`config.mk`:
```
export PLATFORM = sky130hd
export DESIGN_NAME = alu_arbiter_flat
export DESIGN_NICKNAME = d
export VERILOG_FILES = /design/src/rtl/alu_arbiter_if.sv /design/src/rtl/alu_arbiter.sv /design/src/flat_wrapper.sv
export SDC_FILE = /design/constraint.sdc
export NUM_CORES = 1
export LEC_CHECK = 0
export BUFFER_PORTS_ARGS = -buffer_cell sky130_fd_sc_hd__buf_2
export CAP_MARGIN = 30
export CORE_AREA = 2 2 134 136
export CTS_CLUSTER_DIAMETER = 30
export CTS_CLUSTER_SIZE = 10
export DETAILED_ROUTE_END_ITERATION = 8
export DIE_AREA = 0 0 136 138
export GPL_ROUTABILITY_DRIVEN = 0
export HOLD_SLACK_MARGIN = 0.08
export PLACE_DENSITY = 0.63
export SLEW_MARGIN = 10
export SYNTH_ARGS = -nofsm -noshare
export SYNTH_HDL_FRONTEND = slang
export SYNTH_SLANG_ARGS = --single-unit
export TNS_END_PERCENT = 1
```
`constraint.sdc`:
```
create_clock -name clk -period 2.01 [get_ports clk]
set_input_delay 0.201 -clock clk [delete_from_list [all_inputs] [get_ports clk]]
set_output_delay 0.201 -clock clk [all_outputs]
set_load 0.02 [all_outputs]
```
`src/rtl/alu_arbiter_if.sv`:
```
// ---------------------------------------------------------------------------
// alu_arbiter_if
// Bundle of signals between the two ALU requesters, the shared combinational
// ALU and the alu_arbiter sequencer.
//   req0/req1, op0/op1, a0/b0/a1/b1 : requests and operands (requesters -> arbiter)
//   gnt0/gnt1                       : one-cycle accept pulses (arbiter -> requesters)
//   alu_ctrl/alu_a/alu_b            : ALU operation and operands (arbiter -> ALU)
//   alu_zhi/alu_zlow                : ALU result (ALU -> arbiter)
//   res_hi/res_lo, done, done_id, err, busy : results and status (arbiter -> requesters)
// The slave modport is the arbiter's view. The master modport is the view of
// everything around the arbiter (both requesters plus the ALU).
// ---------------------------------------------------------------------------
interface alu_arbiter_if;
  logic        req0;
  logic        req1;
  logic [4:0]  op0;
  logic [4:0]  op1;
  logic [31:0] a0;
  logic [31:0] b0;
  logic [31:0] a1;
  logic [31:0] b1;
  logic        gnt0;
  logic        gnt1;
  logic [4:0]  alu_ctrl;
  logic [31:0] alu_a;
  logic [31:0] alu_b;
  logic [31:0] alu_zhi;
  logic [31:0] alu_zlow;
  logic [31:0] res_hi;
  logic [31:0] res_lo;
  logic        done;
  logic        done_id;
  logic        err;
  logic        busy;

  modport slave (
    input  req0, req1, op0, op1, a0, b0, a1, b1, alu_zhi, alu_zlow,
    output gnt0, gnt1, alu_ctrl, alu_a, alu_b, res_hi, res_lo,
           done, done_id, err, busy
  );

  modport master (
    output req0, req1, op0, op1, a0, b0, a1, b1, alu_zhi, alu_zlow,
    input  gnt0, gnt1, alu_ctrl, alu_a, alu_b, res_hi, res_lo,
           done, done_id, err, busy
  );
endinterface

```
`src/rtl/alu_arbiter.sv`:
```
// ---------------------------------------------------------------------------
// alu_arbiter
// Round-robin arbiter and sequencer for the shared combinational ALU.
// One request is accepted at a time from port 0 (instruction datapath) or
// port 1 (address/branch unit). The operation is held on the ALU for an
// op-dependent number of cycles. The result is then captured and completion
// is signalled with a one-cycle done pulse tagged with the owner's port.
// Ports:
//   clk : clock, all state changes on the rising edge
//   clr : synchronous active-low reset
//   bus : alu_arbiter_if.slave (requests, grants, ALU drive, results, status)
// Parameters:
//   MUL_CYCLES : EXEC cycles for multiply (op 2), 1..15
//   DIV_CYCLES : EXEC cycles for divide   (op 3), 1..15
// ---------------------------------------------------------------------------
module alu_arbiter #(
  parameter int MUL_CYCLES = 4,
  parameter int DIV_CYCLES = 8
) (
  input  logic          clk,
  input  logic          clr,
  alu_arbiter_if.slave  bus
);

  localparam logic [1:0] ST_IDLE = 2'd0;
  localparam logic [1:0] ST_EXEC = 2'd1;
  localparam logic [1:0] ST_DONE = 2'd2;

  // The counter is loaded with L-1 so that it reads 0 on the last EXEC cycle.
  localparam logic [3:0] MUL_LAT_M1 = 4'(MUL_CYCLES - 1);
  localparam logic [3:0] DIV_LAT_M1 = 4'(DIV_CYCLES - 1);

  // Illegal op code, or a divide whose divisor is zero.
  function automatic logic op_is_bad(input logic [4:0] op, input logic [31:0] b);
    return (op > 5'd11) || ((op == 5'd3) && (b == 32'd0));
  endfunction

  // Counter preload (L-1) for an accepted op; errors finish after one cycle.
  function automatic logic [3:0] op_lat_m1(input logic [4:0] op, input logic bad);
    logic [3:0] lat;
    if (bad) begin
      lat = 4'd0;
    end else begin
      case (op)
        5'd2:    lat = MUL_LAT_M1;
        5'd3:    lat = DIV_LAT_M1;
        default: lat = 4'd0;
      endcase
    end
    return lat;
  endfunction

  logic [1:0]  state_q,    state_d;
  logic        prio_q,     prio_d;
  logic        sel_q,      sel_d;
  logic [3:0]  cnt_q,      cnt_d;
  logic [4:0]  ctrl_q,     ctrl_d;
  logic [31:0] a_q,        a_d;
  logic [31:0] b_q,        b_d;
  logic        bad_q,      bad_d;
  logic        gnt0_q,     gnt0_d;
  logic        gnt1_q,     gnt1_d;
  logic        done_q,     done_d;
  logic        done_id_q,  done_id_d;
  logic        err_q,      err_d;
  logic [31:0] res_hi_q,   res_hi_d;
  logic [31:0] res_lo_q,   res_lo_d;

  logic        sel_s;
  logic [4:0]  op_s;
  logic [31:0] a_s;
  logic [31:0] b_s;
  logic        bad_s;

  // Arbitration: a lone request wins outright; contention goes to prio.
  always_comb begin
    if (bus.req0 && bus.req1) begin
      sel_s = prio_q;
    end else if (bus.req1) begin
      sel_s = 1'b1;
    end else begin
      sel_s = 1'b0;
    end
    op_s  = sel_s ? bus.op1 : bus.op0;
    a_s   = sel_s ? bus.a1  : bus.a0;
    b_s   = sel_s ? bus.b1  : bus.b0;
    bad_s = op_is_bad(op_s, b_s);
  end

  // Next-state logic for the IDLE -> EXEC -> DONE sequence.
  always_comb begin
    state_d   = state_q;
    prio_d    = prio_q;
    sel_d     = sel_q;
    cnt_d     = cnt_q;
    ctrl_d    = ctrl_q;
    a_d       = a_q;
    b_d       = b_q;
    bad_d     = bad_q;
    res_hi_d  = res_hi_q;
    res_lo_d  = res_lo_q;
    gnt0_d    = 1'b0;
    gnt1_d    = 1'b0;
    done_d    = 1'b0;
    done_id_d = 1'b0;
    err_d     = 1'b0;
    case (state_q)
      ST_IDLE: begin
        if (bus.req0 || bus.req1) begin
          state_d = ST_EXEC;
          sel_d   = sel_s;
          prio_d  = ~sel_s;
          cnt_d   = op_lat_m1(op_s, bad_s);
          ctrl_d  = op_s;
          a_d     = a_s;
          b_d     = b_s;
          bad_d   = bad_s;
          gnt0_d  = ~sel_s;
          gnt1_d  = sel_s;
        end else begin
          state_d = ST_IDLE;
        end
      end
      ST_EXEC: begin
        if (cnt_q == 4'd0) begin
          state_d   = ST_DONE;
          res_hi_d  = bad_q ? 32'd0 : bus.alu_zhi;
          res_lo_d  = bad_q ? 32'd0 : bus.alu_zlow;
          done_d    = 1'b1;
          done_id_d = sel_q;
          err_d     = bad_q;
          // ALU inputs return to zero as soon as EXEC ends.
          ctrl_d    = 5'd0;
          a_d       = 32'd0;
          b_d       = 32'd0;
        end else begin
          cnt_d = cnt_q - 4'd1;
        end
      end
      ST_DONE: begin
        state_d = ST_IDLE;
      end
      default: begin
        state_d = ST_IDLE;
        cnt_d   = 4'd0;
        ctrl_d  = 5'd0;
        a_d     = 32'd0;
        b_d     = 32'd0;
      end
    endcase
  end

  // State registers with synchronous active-low reset.
  always_ff @(posedge clk) begin
    if (!clr) begin
      state_q   <= ST_IDLE;
      prio_q    <= 1'b0;
      sel_q     <= 1'b0;
      cnt_q     <= 4'd0;
      ctrl_q    <= 5'd0;
      a_q       <= 32'd0;
      b_q       <= 32'd0;
      bad_q     <= 1'b0;
      gnt0_q    <= 1'b0;
      gnt1_q    <= 1'b0;
      done_q    <= 1'b0;
      done_id_q <= 1'b0;
      err_q     <= 1'b0;
      res_hi_q  <= 32'd0;
      res_lo_q  <= 32'd0;
    end else begin
      state_q   <= state_d;
      prio_q    <= prio_d;
      sel_q     <= sel_d;
      cnt_q     <= cnt_d;
      ctrl_q    <= ctrl_d;
      a_q       <= a_d;
      b_q       <= b_d;
      bad_q     <= bad_d;
      gnt0_q    <= gnt0_d;
      gnt1_q    <= gnt1_d;
      done_q    <= done_d;
      done_id_q <= done_id_d;
      err_q     <= err_d;
      res_hi_q  <= res_hi_d;
      res_lo_q  <= res_lo_d;
    end
  end

  assign bus.gnt0     = gnt0_q;
  assign bus.gnt1     = gnt1_q;
  assign bus.alu_ctrl = ctrl_q;
  assign bus.alu_a    = a_q;
  assign bus.alu_b    = b_q;
  assign bus.res_hi   = res_hi_q;
  assign bus.res_lo   = res_lo_q;
  assign bus.done     = done_q;
  assign bus.done_id  = done_id_q;
  assign bus.err      = err_q;
  assign bus.busy     = (state_q != ST_IDLE);

endmodule

```
`src/flat_wrapper.sv`:
```
// flat-port wrapper written by rule: the top's interface ports become plain ports
module alu_arbiter_flat 
#(
  parameter int MUL_CYCLES = 4,
  parameter int DIV_CYCLES = 8
)
  (clk, clr, bus_req0, bus_req1, bus_op0, bus_op1, bus_a0, bus_b0, bus_a1, bus_b1, bus_alu_zhi, bus_alu_zlow, bus_gnt0, bus_gnt1, bus_alu_ctrl, bus_alu_a, bus_alu_b, bus_res_hi, bus_res_lo, bus_done, bus_done_id, bus_err, bus_busy);
  alu_arbiter_if bus_i ();
  input  logic clk;
  input  logic clr;
  input wire logic [$bits(bus_i.req0)-1:0] bus_req0;
  input wire logic [$bits(bus_i.req1)-1:0] bus_req1;
  input wire logic [$bits(bus_i.op0)-1:0] bus_op0;
  input wire logic [$bits(bus_i.op1)-1:0] bus_op1;
  input wire logic [$bits(bus_i.a0)-1:0] bus_a0;
  input wire logic [$bits(bus_i.b0)-1:0] bus_b0;
  input wire logic [$bits(bus_i.a1)-1:0] bus_a1;
  input wire logic [$bits(bus_i.b1)-1:0] bus_b1;
  input wire logic [$bits(bus_i.alu_zhi)-1:0] bus_alu_zhi;
  input wire logic [$bits(bus_i.alu_zlow)-1:0] bus_alu_zlow;
  output wire logic [$bits(bus_i.gnt0)-1:0] bus_gnt0;
  output wire logic [$bits(bus_i.gnt1)-1:0] bus_gnt1;
  output wire logic [$bits(bus_i.alu_ctrl)-1:0] bus_alu_ctrl;
  output wire logic [$bits(bus_i.alu_a)-1:0] bus_alu_a;
  output wire logic [$bits(bus_i.alu_b)-1:0] bus_alu_b;
  output wire logic [$bits(bus_i.res_hi)-1:0] bus_res_hi;
  output wire logic [$bits(bus_i.res_lo)-1:0] bus_res_lo;
  output wire logic [$bits(bus_i.done)-1:0] bus_done;
  output wire logic [$bits(bus_i.done_id)-1:0] bus_done_id;
  output wire logic [$bits(bus_i.err)-1:0] bus_err;
  output wire logic [$bits(bus_i.busy)-1:0] bus_busy;
  assign bus_i.req0 = bus_req0;
  assign bus_i.req1 = bus_req1;
  assign bus_i.op0 = bus_op0;
  assign bus_i.op1 = bus_op1;
  assign bus_i.a0 = bus_a0;
  assign bus_i.b0 = bus_b0;
  assign bus_i.a1 = bus_a1;
  assign bus_i.b1 = bus_b1;
  assign bus_i.alu_zhi = bus_alu_zhi;
  assign bus_i.alu_zlow = bus_alu_zlow;
  assign bus_gnt0 = bus_i.gnt0;
  assign bus_gnt1 = bus_i.gnt1;
  assign bus_alu_ctrl = bus_i.alu_ctrl;
  assign bus_alu_a = bus_i.alu_a;
  assign bus_alu_b = bus_i.alu_b;
  assign bus_res_hi = bus_i.res_hi;
  assign bus_res_lo = bus_i.res_lo;
  assign bus_done = bus_i.done;
  assign bus_done_id = bus_i.done_id;
  assign bus_err = bus_i.err;
  assign bus_busy = bus_i.busy;
  alu_arbiter #(.MUL_CYCLES(MUL_CYCLES), .DIV_CYCLES(DIV_CYCLES)) u_core (.clk(clk), .clr(clr), .bus(bus_i));
endmodule
```
==> flow_metrics.env <==
export IMPL_status="complete, no violations"
export IMPL_initial_core_util_pct=33.1
export IMPL_final_cell_mix="buf_2 (344), dfxtp_1 (147), dlygate4sd3_1 (115), a22o_1 (64), mux2i_1 (40)"
export IMPL_cts_made_buffers=17
export IMPL_clock_sinks=147
export IMPL_cp_end_kind="flop"
export IMPL_met2_usage_pct=34.5
export IMPL_tns_ns=0
export IMPL_power_frac_comb_pct=28.3
export IMPL_dr_pass1_iters=4
export IMPL_port_buffers=344
export IMPL_hpwl_um=12800
export IMPL_holdPathStages=3
export IMPL_ys_flop_type="dfxtp_1"
export IMPL_via_per_inst=4.85
export IMPL_p_int_mw=6.27
export IMPL_cts_root_buf="clkbuf_16"
export IMPL_setup_viol=0
export IMPL_crit_type="in2reg"
export IMPL_power_density_nw_per_um2=955
export IMPL_nets=1172
export IMPL_cts_buffer_depth=2
export IMPL_cp_start_kind="input pin"
export IMPL_grtUsageTotal_pct=20.1
export IMPL_core_area_um2=17500
export IMPL_cts_tree="yes"
export IMPL_clk_latency_ns=0.42
export IMPL_seq_area_frac_synth_pct=50.7
export IMPL_avgSynthCellArea_um2=11.3
export IMPL_clock_fmax_mhz=510
export IMPL_grt_pass1_vias=6014
export IMPL_vias=5852
export IMPL_cp_cell_sequence="dlygate4sd3_1 > buf_2 > or3_1 > or4_4 > a211o_1 > o2111a_1"
export IMPL_rows=49
export IMPL_io_pins=345
export IMPL_fp_dieW_um=136
export IMPL_post_route_cell_area_um2=9610
export IMPL_routedWlPerCell_um=15.8
export IMPL_h_tree_depth=4
export IMPL_slowest_stage="or4_4"
export IMPL_path_max_fanout=4
export IMPL_antenna_found_initial=1
export IMPL_r2r_slack_ns=0.16
export IMPL_cap_violations=0
export IMPL_fin_skew_ns=0.0142
export IMPL_r2r_cells=6
export IMPL_synth_distinct_cells=43
export IMPL_syn_nets=719
export IMPL_grt_max_degree=65
export IMPL_final_common_cell="buf_2"
export IMPL_drc_errors=0
export IMPL_fin_util_pct=54.8
export IMPL_yosysWarnings=0
export IMPL_hold_path_class="in2reg"
export IMPL_synthesis_area_um2=5800
export IMPL_met3_usage_pct=5.35
export IMPL_clk_pin_slew_ns=0.06
export IMPL_irDropWorstVdd_mv=0.553
export IMPL_die_height_um=138
export IMPL_report_final_hold_viol_count=0
export IMPL_synth_edf_count=0
export IMPL_overflow=0
export IMPL_busiest_layer="met2"
export IMPL_cp_required_ns=2.32
export IMPL_switchingPower_mw=2.91
export IMPL_max_stage_delay_ns=0.57
export IMPL_drt_iter0_drc=225
export IMPL_synthArstFlopShare_pct=0
export IMPL_dieArea_um2=18800
export IMPL_holdWs_ns=0.0997
export IMPL_relSlewSlack_pct=67.7
export IMPL_cts_setup_buffers=0
export IMPL_drv_slew=0
export IMPL_clkPwrFrac_pct=33.5
export IMPL_power_mw=9.17
export IMPL_drive_above_1_share_pct=44.9
export IMPL_met1_usage_pct=23.6
export IMPL_grt_pass1_wl_um=30100
export IMPL_fin_crit_sh_pct=97.5
export IMPL_worstMarginPinSlew_ns=0.470
export IMPL_grt_setup_unrepaired="false"
export IMPL_synth_cells=511
export IMPL_switching_share_pct=31.7
export IMPL_synth_seq_cells=147
export IMPL_arrival_ns=2.27
export IMPL_postRouteAntennaNets=0
export IMPL_seqPwrFrac_pct=38.2
export IMPL_post_route_min_period_ns=1.96
export IMPL_placed_area_um2=7840
export IMPL_area_growth_pct=65.7
export IMPL_postRouteWirelength_um=19000
export IMPL_p_leak_nw=4.60
registers in the layout (all words and copies together), names as in the netlist:
register and flops:
u_core.bad_q 1, u_core.cnt_q 4, u_core.bus.done_id 1, u_core.bus.res_hi 32, u_core.prio_q 1, u_core.bus.done 1
u_core.bus.alu_a 32, u_core.sel_q 1, u_core.bus.gnt0 1, u_core.bus.err 1, u_core.state_q 2, u_core.bus.gnt1 1
u_core.bus.alu_ctrl 5, u_core.bus.alu_b 32, u_core.bus.res_lo 32
logic make-up (layout without fill, tap and decap cells):
kind of cell,after synthesis,count (layout),share of synthesized area (%)
buffers and inverters,45,510,3.47
and+or+nand+nor,87,87,9.69
other,0,1,0
AOI/OAI and AO/OA,158,158,22.5
DFF,147,147,50.7
adders and majority gates,2,2,0.431
muxes,72,72,13.1
synthesized netlist by cell type (4+ instances only):
library cell  count  area [um^2]
dfxtp_1         147         2940
a22o_1           64          561
mux2i_1          40          400
o2bb2ai_1        37          324
nor2b_1          34          213
a22oi_1          32          240
mux2_2           32          360
buf_2            20          100
clkbuf_1         20         75.1
nor4_1           11         68.8
nor2_1            7         26.3
o21ai_0           6         30.0
nand2_1           5         18.8
nor4b_1           4         35.0
final timing paths:
path / to / from
max reg2reg: u_core.bus.alu_b[29]$_SDFFE_PN0P_ / u_core.prio_q$_SDFFE_PN0P_
min reg2reg: u_core.bus.alu_b[21]$_SDFFE_PN0P_ / u_core.bus.alu_b[21]$_SDFFE_PN0P_
min: u_core.bus.alu_b[30]$_SDFFE_PN0P_ / bus_b1[30]
max: u_core.cnt_q[0]$_SDFFE_PN0P_ / bus_b1[20]
per-layer routing:
layer | wire, um | up-vias
met1 | 7860 | 2722
met5 | 0 | -
li1 | - | 2864
met3 | 1200 | 44
met2 | 9400 | 222
met4 | 549 | 0
critical path: cells and delay by family:
family | cells | cell delay, ns
AOI/OAI and AO/OA | 2 | 0.43
buffers and inverters | 2 | 0.67
and+or+nand+nor | 2 | 0.97
power groups by stage:
stage / Combinational [mW] / Clock [mW] / Sequential (mW)
5_1_grt: 2.80 / 3.29 / 3.55
6_report: 2.59 / 3.08 / 3.50
3_5_place_dp: 2.37 / 0 / 3.55
2_1_floorplan: 1.01 / 0 / 3.99
4_1_cts: 2.59 / 3.15 / 3.49
3_3_place_gp: 2.36 / 0 / 3.55
through the flow:
step | worst slack [ns] | cells
finish | 0.0499 | 1206
global route | 0.0158 | 1205
CTS | 0.0200 | 1205
detailed placement | -0.0915 | 1059
global placement | -0.0957 | 1059
floorplan | 0.281 | 511
final cells by class:
class | instances | area (um^2)
Clock inverter | 12 | 133
Inverter | 3 | 11.3
Antenna cell | 1 | 2.50
Sequential cell | 147 | 2940
Timing Repair Buffer | 476 | 3070
Tap cell | 229 | 287
Fill cell | 1580 | 7930
Clock buffer | 19 | 433
Multi-Input combinational cell | 319 | 2730
repair_timing:
action,in CTS,in global routing
endpoints found under the hold margin,91,0
setup endpoints to repair,0,8
hold buffers,115,0
resized for setup,0,7
Note: power is estimated with default switching activity, not from simulation.
